==> src/rtl/video_timing_gen.sv <==
// video_timing_gen: free-running raster timing generator.
// A line/frame counter pair produces raw HS, VS, active-video and frame-start
// strobes. Those four are aligned to downstream pixel latency through a DLY-deep
// shift register, while the frame-buffer read enable (orden) stays undelayed so
// that data fetched with it arrives in step with the delayed ode.
// A mode toggle request is accumulated in a pending flag and applied only at a
// frame boundary, so omode is stable for a whole frame.
module video_timing_gen #(
  parameter int   H_TOTAL  = 1056,
  parameter int   H_SYNC   = 128,
  parameter int   H_BPORCH = 88,
  parameter int   H_RES    = 800,
  parameter int   V_TOTAL  = 628,
  parameter int   V_SYNC   = 4,
  parameter int   V_BPORCH = 23,
  parameter int   V_RES    = 600,
  parameter int   RD_HRES  = 640,
  parameter int   RD_VRES  = 480,
  parameter logic HS_POL   = 1'b1,
  parameter logic VS_POL   = 1'b1,
  parameter int   DLY      = 5
) (
  input  logic iclk,
  input  logic irst,
  input  logic imode_tgl,
  output logic orden,
  output logic ode,
  output logic ohs,
  output logic ovs,
  output logic oframe_start,
  output logic omode
);

  // Widths hold one past the last count so the exclusive end bounds fit.
  localparam int HW = $clog2(H_TOTAL + 1);
  localparam int VW = $clog2(V_TOTAL + 1);

  localparam logic [HW-1:0] H_LAST  = HW'(H_TOTAL - 1);
  localparam logic [VW-1:0] V_LAST  = VW'(V_TOTAL - 1);
  localparam logic [HW-1:0] H_SYNCW = HW'(H_SYNC);
  localparam logic [VW-1:0] V_SYNCW = VW'(V_SYNC);
  localparam logic [HW-1:0] H_ACT_S = HW'(H_SYNC + H_BPORCH);
  localparam logic [HW-1:0] H_ACT_E = HW'(H_SYNC + H_BPORCH + H_RES);
  localparam logic [VW-1:0] V_ACT_S = VW'(V_SYNC + V_BPORCH);
  localparam logic [VW-1:0] V_ACT_E = VW'(V_SYNC + V_BPORCH + V_RES);
  // Read window is centred; an odd leftover pixel/line lands right/bottom
  // because the integer division rounds the leading offset down.
  localparam logic [HW-1:0] H_RD_S  = HW'(H_SYNC + H_BPORCH + (H_RES - RD_HRES) / 2);
  localparam logic [HW-1:0] H_RD_E  = HW'(H_SYNC + H_BPORCH + (H_RES - RD_HRES) / 2 + RD_HRES);
  localparam logic [VW-1:0] V_RD_S  = VW'(V_SYNC + V_BPORCH + (V_RES - RD_VRES) / 2);
  localparam logic [VW-1:0] V_RD_E  = VW'(V_SYNC + V_BPORCH + (V_RES - RD_VRES) / 2 + RD_VRES);

  // Delay-line bit layout: {frame_start, de, vs, hs}; idle value is inactive.
  localparam logic [3:0] DLY_IDLE = {1'b0, 1'b0, ~VS_POL, ~HS_POL};

  logic [HW-1:0] hcnt_q, hcnt_d;
  logic [VW-1:0] vcnt_q, vcnt_d;
  logic          pending_q, pending_d;
  logic          omode_q, omode_d;
  logic [3:0]    dly_q [DLY];
  logic [3:0]    dly_d [DLY];

  logic raw_hs, raw_vs, raw_de, raw_fs, h_act, v_act;

  // Raw strobes decoded straight from the counters.
  always_comb begin
    h_act  = (hcnt_q >= H_ACT_S) && (hcnt_q < H_ACT_E);
    v_act  = (vcnt_q >= V_ACT_S) && (vcnt_q < V_ACT_E);
    raw_hs = (hcnt_q < H_SYNCW) ? HS_POL : ~HS_POL;
    raw_vs = (vcnt_q < V_SYNCW) ? VS_POL : ~VS_POL;
    raw_de = h_act && v_act;
    raw_fs = (hcnt_q == '0) && (vcnt_q == '0);
    orden  = raw_de && (hcnt_q >= H_RD_S) && (hcnt_q < H_RD_E)
                    && (vcnt_q >= V_RD_S) && (vcnt_q < V_RD_E);
  end

  // Next-state for counters, mode/pending and the alignment delay line.
  always_comb begin
    hcnt_d    = hcnt_q;
    vcnt_d    = vcnt_q;
    pending_d = pending_q;
    omode_d   = omode_q;
    if (hcnt_q == H_LAST) begin
      hcnt_d = '0;
      vcnt_d = (vcnt_q == V_LAST) ? '0 : vcnt_q + 1'b1;
    end else begin
      hcnt_d = hcnt_q + 1'b1;
    end
    // A toggle arriving exactly at frame start is folded into this frame.
    if (raw_fs) begin
      omode_d   = omode_q ^ pending_q ^ imode_tgl;
      pending_d = 1'b0;
    end else begin
      pending_d = pending_q ^ imode_tgl;
    end
    dly_d[0] = {raw_fs, raw_de, raw_vs, raw_hs};
    for (int i = 1; i < DLY; i++) begin
      dly_d[i] = dly_q[i-1];
    end
  end

  // State registers; reset forces every stage to inactive levels.
  always_ff @(posedge iclk or posedge irst) begin
    if (irst) begin
      hcnt_q    <= '0;
      vcnt_q    <= '0;
      pending_q <= 1'b0;
      omode_q   <= 1'b0;
      for (int i = 0; i < DLY; i++) begin
        dly_q[i] <= DLY_IDLE;
      end
    end else begin
      hcnt_q    <= hcnt_d;
      vcnt_q    <= vcnt_d;
      pending_q <= pending_d;
      omode_q   <= omode_d;
      for (int i = 0; i < DLY; i++) begin
        dly_q[i] <= dly_d[i];
      end
    end
  end

  assign oframe_start = dly_q[DLY-1][3];
  assign ode          = dly_q[DLY-1][2];
  assign ovs          = dly_q[DLY-1][1];
  assign ohs          = dly_q[DLY-1][0];
  assign omode        = omode_q;

endmodule

==> config.mk <==
export PLATFORM = sky130hd
export DESIGN_NAME = video_timing_gen
export DESIGN_NICKNAME = d
export VERILOG_FILES = /design/src/rtl/video_timing_gen.sv
export SDC_FILE = /design/constraint.sdc
export NUM_CORES = 1
export LEC_CHECK = 0
export ABC_AREA = 1
export BUFFER_PORTS_ARGS = -buffer_cell sky130_fd_sc_hd__buf_2
export CAP_MARGIN = 25
export CORE_UTILIZATION = 45
export DETAILED_ROUTE_END_ITERATION = 8
export HOLD_SLACK_MARGIN = 0.1
export SLEW_MARGIN = 20
export SYNTH_ARGS = -nofsm -noshare
export SYNTH_HDL_FRONTEND = slang
export SYNTH_SLANG_ARGS = --single-unit
==> constraint.sdc <==
create_clock -name iclk -period 3.3 [get_ports iclk]
set_clock_uncertainty 0.05 [all_clocks]
set_input_delay 0.66 -clock iclk [delete_from_list [all_inputs] [get_ports iclk]]
set_output_delay 0.66 -clock iclk [all_outputs]
set_load 0.05 [all_outputs]
Word level (Yosys, flattened, before mapping):

Cells that the tools add are included.

* reduce and logical (&&, ||, !) cells: 10
* bitwise operators: 3
* equality and inequality tests: 2
* $lt $le $gt $ge: 10
* muxes and demuxes: 5
* $add $sub $neg: 2

Operators by type and width (count)
* $lt 11x10->1 const B: 2
* $lt 10x10->1 const B: 2
* $add 11x1->11 const B: 1
* $eq 11x11->1 const B: 1
* $ge 11x8->1 const B: 1
* $ge 11x9->1 const B: 1
* $logic_not 11->1: 1
* $lt 11x8->1 const B: 1
* $mux 11: 1
* $add 10x1->10 const B: 1
* $eq 10x10->1 const B: 1
* $ge 10x5->1 const B: 1
* $ge 10x7->1 const B: 1
* $logic_not 10->1: 1
* $lt 10x3->1 const B: 1
* $mux 10: 1
* $logic_and 1x1->1: 8
* $mux 1: 3
* $xor 1x1->1: 3

* output and inout bits: 6
* word-level logic and storage cells: 41
* register bits: 43
* input port bits: 3

Depth between registers and ports, before layout:

Gate-level depths: netlist (run 1).

* depth after elaboration: 7
* depth in mapped cells: 8

Worst setup path before layout (run 1):

OpenSTA, ideal clock, no wires.

* path kind: register to output
* start: register vcnt_q[0]
* end: output orden
* arrival: 1.589 ns
* cell stages (with the launch flop): 7
* slack: 1.001 ns
* data required time: 2.590 ns
* path through: dfrtp_1 -> ha_1 -> nand3_1 -> nor2_1 -> nor2_1 -> nand2_1 -> nor2_1

* longest elaborated chain between the ends: 7

RTL lines
* start: declaration: line 57 `logic [VW-1:0] vcnt_q, vcnt_d;`
* start signal: assignment: line 114 `vcnt_q <= vcnt_d;`
* $ge 10x5->1 or $lt 10x10->1 (tied branches): line 68 `v_act = (vcnt_q >= V_ACT_S) && (vcnt_q < V_ACT_E);`
* $logic_and 1x1->1: line 68
* $logic_and 1x1->1: line 71 `raw_de = h_act && v_act;`
* $logic_and 1x1->1 (2 in series): line 73 `orden = raw_de && (hcnt_q >= H_RD_S) && (hcnt_q < H_RD_E)`
* $logic_and 1x1->1: line 74 `&& (vcnt_q >= V_RD_S) && (vcnt_q < V_RD_E);`
* $logic_and 1x1->1 *: line 74
* end: declaration: line 26 `output logic orden,`

Every way passes the cells marked *; elsewhere a longest branch is shown, timed or not.

Final worst setup path (run 1):

Ends and elaborated chain as after synthesis.

==> qor.csv, run 1 <==
metric,value,unit
grt_max_degree,23,
hold_class,reg -> reg,
fillCellCount,417,
start_util,0.4697,
postRouteAntennaNets,0,
drv_cap,0,
drt_iter0_markers,116,
synth_simple_gate_area_frac,0.2928,
max_freq,419.4,MHz
pwr-share-seq,0.556,
synth_xor_area_frac,0.04253,
fp.dieH,69.65,µm
worstMarginPinSlew,0.7710,ns
yosysUniqueCellTypes,23,
cts_tree,built,
num_vias,1560,
cts_buffers,5,
antenna_found_initial,0,
internal_power,0.7724,mW
finalSetupTns,0,ns
ir_drop,186.3,µV
synth_seq_cells,43,
syn_area_per_cell,8.140,µm²
finalSetupViolations,0,
viasPerCell,4.937,
p_clk_frac,0.400,
netlist_instances,253,
pre_cts_ws,1.225,ns
switching_share,0.2044,
grt-ovfl-total,0,
cp-end-kind,primary output,
grt_usage,0.1812,
finalHoldViolations,0,
synth_top_family_by_area,simple AND/OR/NAND/NOR gates,
postCtsHoldBufs,0,
power_switching,0.1984,mW
io_buffers,8,
cts.repair.resized,0,
period_minus_slack,2.384,ns
layout_common_cells,"nand2_1, dfrtp_1, nor2_1, inv_1, nand3_1",
cellLeakagePower,1.171,nW
finalCritPeriodShare,0.7225,
synth_mux_area_frac,0,
place_congestion,0.9073,
place_area,2148,µm²
worst-setup-path-type,reg -> out,
finalNetCount,271,
die_x,69.65,µm
drive_gt1_frac,0.08712,
final_common_cell,nand2_1,
p_per_area,431.3,nW/µm²
htree_levels,2,
rsz0062_at_grt,false,
synthesis.area,2059,µm²
yosysWarnings,0,
clk_pin_slew,0.07,ns
clk_path_buf_depth,2,
grt_pass1_vias,1470,
root_buffer,clkbuf_8,
synth_compound_area_frac,0.03281,
combinationalPowerShare,0.045,
clock_latency,0.29,ns
drt_wl_total,3788,µm
status,"finished, final reports clean",
yosys.area_share.adder,0.02430,
worstPathRequired,2.59,ns
rows,24,
io_pins,9,
route.detailed.drc,0,
area_growth,9.295,%
crit_fanout,6,
hpwl,2824,µm
grt_pass1_wl,6810,µm
arrival,1.67,ns
cts_setup_buffers,0,
setup_ws,0.9158,ns
routedWlPerCell,11.99,µm
yosysSeqAreaShare,0.5225,
final_area,2251,µm²
synthesis.nets,260,
fp.coreArea,4384,µm²
cts_sinks,43,
max_slew_margin,0.4829,
drv_slew,0,
drt-pass1-iter-count,4,
diodes,0,
dieArea,4851,µm²
critPathLaunchType,flop,
-- worst paths after layout --
kind | start | endpoint | slack [ns] | cells after the start
worst max-delay path | vcnt_q[0] | orden | 0.92 | 7
worst min-delay path | dly_d[1] | ovs | 0.30 | 0
worst max register to register | hcnt_q[0] | vcnt_q[6] | 1.41 | 9
worst min register to register | dly_d[1] | ovs | 0.30 | 0
max in group asynchronous | irst | vcnt_q[9] | 2.15 | 3
min in group asynchronous | irst | ode | 0.36 | 2
-- power groups by stage --
stage               Combinational, mW  Sequential (mW)  Clock [mW]
global route                   0.0525            0.540       0.423
CTS                            0.0451            0.540       0.401
detailed placement             0.0452            0.550           0
global placement               0.0439            0.550           0
floorplan                      0.0316            0.553           0
finish                         0.0433            0.540       0.388
-- cell families after synthesis --
logic type / after synthesis
buf+inv: 44
simple gates: 139
xor+xnor: 10
compound gates: 13
flops: 43
fa+ha+maj: 4
-- through the flow --
| stage | total power, mW | cells | utilization | hold slack [ns] |
|---|---|---|---|---|
| 2_1_floorplan | 0.5846 | 253 | - | 0.2812 |
| 3_3_place_gp | 0.5939 | 309 | 0.4900 | 0.2818 |
| 3_5_place_dp | 0.5952 | 309 | 0.4900 | 0.2847 |
| 4_1_cts | 0.9859 | 316 | 0.5134 | 0.3017 |
| 5_1_grt | 1.016 | 316 | 0.5134 | 0.3068 |
| 6_report | 0.9708 | 316 | 0.5134 | 0.3010 |
-- sequential cells by signal, summed over array words and instances, names as in the netlist --
name and count:
ohs 1, pending_q 1, oframe_start 1, omode 1, hcnt_q 11, ode 1, vcnt_q 10, dly_d 16
ovs 1
-- worst max-delay path, cell delays in order, from the launching register on --
cell     delay, ns
dfrtp_1       0.43
ha_1          0.30
nand3_1       0.11
nor2_1        0.05
nor2_1        0.09
nand2_1       0.06
nor2_1        0.08
buf_2         0.26
-- cells in the mapped netlist (all sizes together) --
cell	instances	share of area
buf	2	0.0079
ha	4	0.024
a21oi	6	0.015
nor2	37	0.067
nand2	65	0.12
nand3	23	0.058
xnor2	3	0.013
o211ai	1	0.0036
clkinv	1	0.0024
o21ai	6	0.015
xor2	7	0.030
nor3	8	0.025
dfrtp	43	0.52
inv	37	0.067
nand3b	1	0.0036
clkbuf	4	0.0073
nand4	5	0.015
-- cell type report --
| class | count | area (µm²) | area share |
|---|---|---|---|
| multi-input cells | 166 | 808.3 | 0.3591 |
| well taps | 52 | 65.06 | 0.02890 |
| inverters | 38 | 143.9 | 0.06392 |
| clock buffers | 6 | 72.57 | 0.03224 |
| flip-flops and latches | 43 | 1076 | 0.4780 |
| repair buffers | 10 | 55.05 | 0.02446 |
| clock inverters | 1 | 30.03 | 0.01334 |
-- layer usage --
metal / share of wire / track usage / vias to the layer above
met5: 0 / 0 / -
met4: 0.012 / 0.06667 / 0
met3: 0.051 / 0.04360 / 4
met2: 0.43 / 0.2697 / 33
met1: 0.51 / 0.2573 / 721
li1: - / - / 802
Power figures use the tool's default switching activity.
==> inputs of run 2 (changes only) <==
==> constraint.sdc (replaced) <==
create_clock -name iclk -period 2.4 [get_ports iclk]
set_clock_uncertainty 0.05 [all_clocks]
set_input_delay 0.48 -clock iclk [delete_from_list [all_inputs] [get_ports iclk]]
set_output_delay 0.48 -clock iclk [all_outputs]
set_load 0.05 [all_outputs]
==> run 2 against run 1 <==
Net effect:
- non-clock buffer count grew 1
- die area is the same
- clock power grew 42%
- sequential power grew 37%
- first-iteration DRC count shrank 18%
- sequential share of layout area shrank 0.37 points
- cell count grew 0.63%
- register-to-register slack lost 0.76 ns
- combinational power grew 39%
- core utilization grew 0.40 points
- global-route usage shrank 0.15 points
- via count shrank 0.19%
==> qor.csv, run 2 (synthesis results as in run 1) <==
metric,value,unit,change
rsz0062_at_grt,false,,unchanged
hold_slack,0.1513,ns,was 0.3010 ns
internal_power,1.068,mW,was 0.7724 mW
drv_cap,0,,unchanged
rows,24,,unchanged
area_growth,10.15,%,was 9.295%
switching_share,0.2116,,was 0.2044
cts_buffers,5,,unchanged
finalHoldViolations,0,,unchanged
finalCritPeriodShare,0.9153,,
critPathLaunchType,flop,,unchanged
period_minus_slack,2.197,ns,
max_slew_margin,0.5248,,was 0.4829
postCtsHoldBufs,0,,unchanged
cellLeakagePower,1.182,nW,was 1.171 nW
num_vias,1557,,was 1560
antenna_found_initial,0,,unchanged
finalNetCount,272,,was 271
hpwl,2954,µm,was 2824 µm
diodes,0,,unchanged
pwr-share-seq,0.548,,was 0.556
die_x,69.65,µm,unchanged
p_clk_frac,0.408,,was 0.400
place_area,2156,µm²,was 2148 µm²
grt-ovfl-total,0,,unchanged
worstMarginPinSlew,0.7085,ns,was 0.7710 ns
grt_max_degree,23,,unchanged
final_common_cell,nand2_1,,unchanged
drv_slew,0,,unchanged
final_area,2268,µm²,was 2251 µm²
fp.coreArea,4384,µm²,unchanged
clock_latency,0.29,ns,about the same
root_buffer,clkbuf_8,,unchanged
viasPerCell,4.896,,was 4.937
cts.repair.resized,0,,unchanged
fillCellCount,411,,was 417
crit_fanout,6,,unchanged
drt_iter0_markers,95,,was 116
grt_pass1_wl,6713,µm,was 6810 µm
postRouteAntennaNets,0,,unchanged
cts_setup_buffers,0,,unchanged
status,"finished, final reports clean",,unchanged
finalSetupTns,0,ns,unchanged
grt_usage,0.1797,,was 0.1812
p_per_area,596.9,nW/µm²,was 431.3 nW/µm²
clk_path_buf_depth,2,,unchanged
hold_class,in -> async,,was reg -> reg
placed_cells,310,,was 309
io_pins,9,,unchanged
fp.dieH,69.65,µm,unchanged
max_freq,455.2,MHz,
fin_cells,318,,was 316
worst-setup-path-type,reg -> out,,unchanged
dieArea,4851,µm²,unchanged
arrival,1.67,ns,about the same
cts_sinks,43,,unchanged
power_switching,0.2865,mW,was 0.1984 mW
drt-pass1-iter-count,4,,unchanged
combinationalPowerShare,0.044,,was 0.045
grt_pass1_vias,1483,,was 1470
cts_tree,built,,unchanged
power.total,1.354,mW,was 0.9708 mW
worstPathRequired,1.87,ns,was 2.59 ns
io_buffers,8,,unchanged
clk_pin_slew,0.08,ns,was 0.07 ns
ir_drop,292.2,µV,was 186.3 µV
drt_wl_total,3973,µm,was 3788 µm
routedWlPerCell,12.49,µm,was 11.99 µm
place_congestion,0.9562,,was 0.9073
layout_common_cells,"nand2_1, dfrtp_1, nor2_1, inv_1, nand3_1",,unchanged
cp-end-kind,primary output,,unchanged
largest_register_ffs,16,,unchanged
route.detailed.drc,0,,unchanged
drive_gt1_frac,0.09774,,was 0.08712
start_util,0.4697,,unchanged
htree_levels,2,,unchanged
finalSetupViolations,0,,unchanged
-- run 2: metrics by stage --
step / worst slack (ns) / utilization
floorplan: 0.2808 / -
global placement: 0.5478 / 0.4917
detailed placement: 0.5232 / 0.4917
CTS: 0.1933 / 0.5174
global route: 0.06390 / 0.5174
finish: 0.2032 / 0.5174
-- run 2: worst paths after layout --
kind | depth (start not counted) | slack (ns) | to | start
worst max-delay path | 7 | 0.20 | orden | vcnt_q[0]
worst min-delay path | 2 | 0.15 | ode | irst
worst max register to register | 8 | 0.65 | vcnt_q[6] | hcnt_q[0]
worst min register to register | 0 | 0.30 | dly_d[5] | dly_d[9]
max in group asynchronous | 3 | 1.59 | hcnt_q[1] | irst
min in group iclk | 0 | 0.30 | dly_d[5] | dly_d[9]
-- run 2: final cells by class --
cell class / instances / area, µm² / area share
inverter: 38 / 143.9 / 0.06343
clock inverter: 3 / 43.79 / 0.01930
clock buffer: 5 / 68.82 / 0.03034
timing repair buffer: 11 / 62.56 / 0.02758
sequential: 43 / 1076 / 0.4744
multi-input combinational: 166 / 808.3 / 0.3563
tap: 52 / 65.06 / 0.02868
-- run 2: power groups by stage --
stage,logic (mW),clock network (mW),registers [mW]
2_1_floorplan,0.0434,0,0.760
3_3_place_gp,0.0616,0,0.756
3_5_place_dp,0.0626,0,0.757
4_1_cts,0.0625,0.570,0.742
5_1_grt,0.0712,0.604,0.744
6_report,0.0602,0.552,0.742
-- run 2: worst max-delay path, stage by stage (launching register included) --
cell	delay [ns]
dfrtp_1	0.44
ha_1	0.30
nand3_1	0.11
nor2_1	0.04
nor2_1	0.09
nand2_1	0.06
nor2_1	0.08
buf_2	0.26
-- run 2: layer usage --
layer / track usage / vias up / wire (µm)
met3: 0.04506 / 6 / 149
met5: 0 / - / 0
met1: 0.2360 / 724 / 1915
met4: 0.07556 / 0 / 59
met2: 0.2837 / 23 / 1849
li1: - / 804 / -
